$ cat src/rtl/seq_shift_add_mult.sv
// seq_shift_add_mult
// Sequential shift-add signed multiplier (8x8 -> 16). The operands are converted
// to sign/magnitude and the 15-bit magnitude product is accumulated one multiplier
// bit per cycle over exactly 8 cycles. Each partial sum is strobed out with pp_en.
// On completion the signed product is presented with a one-cycle done pulse.
//
// Ports:
//   clk      rising-edge clock
//   rst      asynchronous active-low reset (0 = reset)
//   start    request, sampled only while idle
//   a, b     signed 8-bit multiplicand / multiplier
//   pp_out   running 15-bit magnitude accumulator (registered)
//   pp_en    high for the cycle following each accumulation step
//   product  signed 16-bit result, held until the next completion
//   sign     sign of the last completed product
//   busy     high while an operation is in progress (RUN and DONE)
//   done     one-cycle pulse when product/sign are updated
module seq_shift_add_mult (
    input  logic               clk,
    input  logic               rst,
    input  logic               start,
    input  logic signed [7:0]  a,
    input  logic signed [7:0]  b,
    output logic        [14:0] pp_out,
    output logic               pp_en,
    output logic signed [15:0] product,
    output logic               sign,
    output logic               busy,
    output logic               done
);

    typedef enum logic [1:0] {
        IDLE = 2'd0,
        RUN  = 2'd1,
        DONE = 2'd2
    } state_t;

    state_t      state;
    state_t      state_nxt;
    logic [14:0] mcand;
    logic [7:0]  mplr;
    logic [3:0]  cnt;
    logic        sgn;
    logic [14:0] acc_nxt;
    logic        last_step;
    logic        sign_nxt;

    // Magnitude at 8-bit width; -128 yields 0x80, read as unsigned 128.
    function automatic logic [7:0] mag8(input logic [7:0] x);
        return x[7] ? 8'(~x + 8'd1) : x;
    endfunction

    // Re-apply the sign to the magnitude product.
    function automatic logic signed [15:0] apply_sign(input logic neg, input logic [14:0] m);
        logic signed [15:0] ext;
        ext = $signed({1'b0, m});
        return neg ? -ext : ext;
    endfunction

    assign acc_nxt   = mplr[0] ? (pp_out + mcand) : pp_out;
    assign last_step = (cnt == 4'd7);
    // A zero product is always reported positive.
    assign sign_nxt  = (acc_nxt != 15'd0) ? sgn : 1'b0;
    assign busy      = (state != IDLE);

    always_ff @(posedge clk or negedge rst) begin
        if (!rst) begin
            state <= IDLE;
        end else begin
            state <= state_nxt;
        end
    end

    always_comb begin
        state_nxt = state;
        case (state)
            IDLE:    if (start) state_nxt = RUN;
            RUN:     if (last_step) state_nxt = DONE;
            DONE:    state_nxt = IDLE;
            default: state_nxt = IDLE;
        endcase
    end

    always_ff @(posedge clk or negedge rst) begin
        if (!rst) begin
            mcand   <= '0;
            mplr    <= '0;
            cnt     <= '0;
            sgn     <= 1'b0;
            pp_out  <= '0;
            pp_en   <= 1'b0;
            product <= '0;
            sign    <= 1'b0;
            done    <= 1'b0;
        end else begin
            pp_en <= 1'b0;
            done  <= 1'b0;
            case (state)
                IDLE: begin
                    if (start) begin
                        mcand  <= {7'd0, mag8(a)};
                        mplr   <= mag8(b);
                        cnt    <= '0;
                        pp_out <= '0;
                        sgn    <= a[7] ^ b[7];
                    end
                end
                RUN: begin
                    // One multiplier bit per cycle; never terminates early.
                    pp_out <= acc_nxt;
                    mcand  <= mcand << 1;
                    mplr   <= mplr >> 1;
                    cnt    <= cnt + 4'd1;
                    pp_en  <= 1'b1;
                    if (last_step) begin
                        sign    <= sign_nxt;
                        product <= apply_sign(sign_nxt, acc_nxt);
                        done    <= 1'b1;
                    end
                end
                default: ;
            endcase
        end
    end

endmodule

$ cat config.mk
export PLATFORM = sky130hd
export DESIGN_NAME = seq_shift_add_mult
export DESIGN_NICKNAME = d
export VERILOG_FILES = /design/src/rtl/seq_shift_add_mult.sv
export SDC_FILE = /design/constraint.sdc
export NUM_CORES = 1
export LEC_CHECK = 0
export ABC_AREA = 1
export BUFFER_PORTS_ARGS = -buffer_cell sky130_fd_sc_hd__buf_2
export CAP_MARGIN = 20
export CORE_MARGIN = 10
export CORE_UTILIZATION = 55
export CTS_BUF_LIST = sky130_fd_sc_hd__clkbuf_4
export DETAILED_ROUTE_END_ITERATION = 7
export HOLD_SLACK_MARGIN = 0.06
export PLACE_DENSITY = 0.86
export SYNTH_ARGS = -nofsm -noshare
export SYNTH_HDL_FRONTEND = slang
export SYNTH_SLANG_ARGS = --single-unit
$ cat constraint.sdc
create_clock -name clk -period 2.77 [get_ports clk]
set_input_delay 0.554 -clock clk [delete_from_list [all_inputs] [get_ports clk]]
set_output_delay 0.554 -clock clk [all_outputs]
set_load 0.05 [all_outputs]
==> results summary <==
The number of synthesized register bits is 64. The number of max-slew violations in the final report was 0. Setup violations remaining at the end of the flow were counted as 0. The signal on the critical path passes through ha_4, inv_1, fa_2, inv_2, nand3_1, nand2_1, nand2_1, nand4_1, nand3_1, nand2_1, nand2_1, nor2_4, nand2_1, xor2_1, nand2_1, nand2_1, nand2_1, nand2_1. The clock arrives with 20.7 ps of skew.

The clock period minus worst slack came out at 2660 ps. After synthesis, the cell types taking the most area are sky130_fd_sc_hd__dfrtp_1 (37%), sky130_fd_sc_hd__nand2_1 (17%), sky130_fd_sc_hd__inv_1 (7.7%). The flop-to-flop setup slack is 110 ps. The largest total area in the synthesized netlist belongs to sky130_fd_sc_hd__dfrtp_1. The aggregate global routing overflow came out at 0. The cell count of the worst hold path is 2. The number of optimization iterations in the first detailed-route pass came out at 5. The floorplan step defined a die boundary enclosing 0.0119 sq mm. Of all nets on the critical path, the largest fanout is 5. The number of vias per cell came out at 5.50. The final-stage net count is between 700 and 800. The longest individual stage delay on the worst path came out at 410 ps. The initial utilization of the core area, before any placement, comes to 56.5%.

The die outline height came out at between 100 and 150 um. The ratio of cells with drive above 1 in the final layout is 19.4%. The kind of cell with the highest combined delay along the critical path is simple AND/OR/NAND/NOR gates. STA puts the critical path data arrival time at 2990 ps. The critical path crosses 18 cells after its start point. The master of the slowest instance on the critical path is sky130_fd_sc_hd__dfrtp_1. The H-tree was split into 3 levels. Clock latency on the worst-skew pair, taken at its later pin, is 430 ps. The number of remaining DRC errors is 0. The number of instances in the synthesized netlist is slightly above 600. Entering global routing, the biggest net connects 29 pins. The worst setup path is of the reg -> reg kind.

The die is approximately 110 um wide. The final total negative setup slack is 0 ps. The netlist area before placement is 0.00437 sq mm. The boundary pin count is 54. The synthesized net count came out at 654. The core area is 0.00773 sq mm. The number of buffers and inverters on the critical path is 2. The routed wire length per instance is 14.8 um. The starting DRC count in detailed routing came out at 303. The total instance count after detailed placement came out at about 770. The clock transition time at the flip-flop clock pins of the worst setup and hold paths came out at 120 ps.

The initial antenna violation count is 0. The count of flip-flops with a built-in enable after synthesis came out at 0. The sequential fraction of the synthesis area came out at 36.7%.

Data on the critical path is required at its endpoint by just over 3000 ps. In the finished design, the share of the clock period the worst path needs comes to 96.1%. The proportion of register bits with asynchronous set or reset after synthesis is 100%. The library cells used most frequently in the layout, excluding fill and tap cells, are sky130_fd_sc_hd__nand2_1 (200), sky130_fd_sc_hd__inv_1 (89), sky130_fd_sc_hd__dfrtp_1 (62). Headroom to the max-slew limit came out at 54.1%.

The number of clock sinks came out at 64. The launching element type of the critical path is a flop. The synthesized area per cell came out at 7.09 sq um.

Routability-driven placement finished with a final weighted congestion of 0.957. The detailed placer's ending HPWL came out at 8.82 mm. The most used flip-flop cell after synthesis is sky130_fd_sc_hd__dfrtp_1. The area fraction of the dominant cell type after synthesis came out at 36.7%. The overall fraction of global-route tracks in use is 19.9%.

The antenna diode count came out at 0. The number of max-cap violations is 0. The number of warning messages in the yosys log came out at 0. The finished layout holds 794 standard cells, fillers aside. The count of endpoints failing hold in the final timing report came out at 0. The first global-routing pass estimated 19.3 mm of wire.

At the pin with the least slew margin, the transition time is around 690 ps. The number of CTS-inserted buffers came out at 9. The final route contains 4364 vias.

CTS placed an instance of sky130_fd_sc_hd__clkbuf_4 at the clock tree root. The via count of the first global-routing pass came out at 4335. The number of unique standard cell types used by synthesis came out at 41.

STA classifies the critical path endpoint as a flop. The detail route stage leaves a number of antenna-violating nets equal to 0. The flow ran to the end, and the final reports show no timing, DRC or antenna violations. The initialized floorplan defines 32 standard-cell rows.

The library cell used most frequently in the layout, excluding fill and tap cells, is sky130_fd_sc_hd__nand2_1. The number of cells on the worst reg-to-reg path is 18. Counting stages on the worst path, the most repeated cell is sky130_fd_sc_hd__nand2_1. TritonCTS built the clock tree. The tightest min-delay check is of the in -> reg type. The area growth from synthesis to layout is 16.2%.

The count of buffers from port buffering is 53. The maximum operating frequency came out at 0.376 GHz. After detailed routing, the total wire length is about 12 mm. The largest buffer count on any clock path came out at 2.
cell families (layout without fill, tap and decap cells):
logic type / after synthesis / in the layout / share of synthesized area, %
AND/OR/NAND/NOR: 331 / 331 / 34.3
buffers and inverters: 112 / 188 / 10.0
AO/OA/AOI/OAI: 75 / 75 / 10.4
flip-flops: 64 / 64 / 36.7
adder cells (fa/ha/maj): 19 / 19 / 5.62
XOR/XNOR: 14 / 14 / 2.81
multiplexers: 1 / 1 / 0.229
final cells by class:
class | instances | area, sq um
clock inverter | 6 | 61.3
fill | 653 | 2650
inverter | 96 | 365
sequential | 64 | 1600
timing repair buffer | 77 | 460
clock buffer | 9 | 67.6
tap | 102 | 128
multi-input combinational | 440 | 2390
flip-flops by register name, indices dropped and copies added (netlist names):
signal   flops
state        2
product     16
pp_en        1
mcand       15
pp_out      15
done         1
cnt          4
sign         1
mplr         8
sgn          1
worst paths after layout:
path | endpoint | from
worst max-delay path | product[11] | mcand[0]
worst min-delay path | mplr[7] | b[6]
worst max register to register | product[11] | mcand[0]
worst min register to register | product[10] | product[10]
max in group asynchronous | pp_out[0] | rst
min in group asynchronous | pp_out[12] | rst
metrics by stage:
stage	setup WS [ps]	area (sq um)	util [%]	hold WS, ps
floorplan	61.4	4390	-	258
global placement	185	4830	62.5	461
detailed placement	88.1	4830	62.5	460
CTS	95.5	4970	64.3	333
global route	-74.7	5070	65.7	349
finish	108	5070	65.7	333
metal layers:
| layer | track usage [%] | wire (um) | vias to the layer above |
|---|---|---|---|
| met5 | 0 | 0 | - |
| met3 | 4.72 | 821 | 48 |
| li1 | - | - | 2129 |
| met1 | 22.9 | 4790 | 2028 |
| met2 | 33.5 | 5670 | 159 |
| met4 | 11.1 | 494 | 0 |
cell usage after synthesis (2+ instances only):
library cell               count
sky130_fd_sc_hd__o21ai_0      25
sky130_fd_sc_hd__nor2_2        4
sky130_fd_sc_hd__nand3_1      49
sky130_fd_sc_hd__clkinv_1      2
sky130_fd_sc_hd__nor3_1        5
sky130_fd_sc_hd__o221ai_1      2
sky130_fd_sc_hd__inv_1        90
sky130_fd_sc_hd__a21oi_1       8
sky130_fd_sc_hd__clkbuf_1     12
sky130_fd_sc_hd__ha_1         18
sky130_fd_sc_hd__nand2_2       6
sky130_fd_sc_hd__o21ai_1       6
sky130_fd_sc_hd__xor2_1       11
sky130_fd_sc_hd__a22oi_1      10
sky130_fd_sc_hd__nand3_2       5
sky130_fd_sc_hd__inv_2         3
sky130_fd_sc_hd__o211ai_1      2
sky130_fd_sc_hd__xnor2_1       3
sky130_fd_sc_hd__nand2_4       4
sky130_fd_sc_hd__nand4_1      12
sky130_fd_sc_hd__a21oi_2       2
sky130_fd_sc_hd__o41ai_1       2
sky130_fd_sc_hd__dfrtp_1      64
sky130_fd_sc_hd__nand2_1     202
sky130_fd_sc_hd__o22ai_1      16
sky130_fd_sc_hd__buf_2         2
sky130_fd_sc_hd__nor2_4        2
sky130_fd_sc_hd__nor2_1       36
timing repair:
item / CTS / global route
hold endpoints to repair: 8 / 0
setup endpoints to repair: 0 / 13
resized for setup: 0 / 12
buffers inserted: 0 / 6
hold buffers: 1 / 0
Power is not shown: default switching activity piles up to over one toggle a cycle in this logic, so the estimate is an artifact.
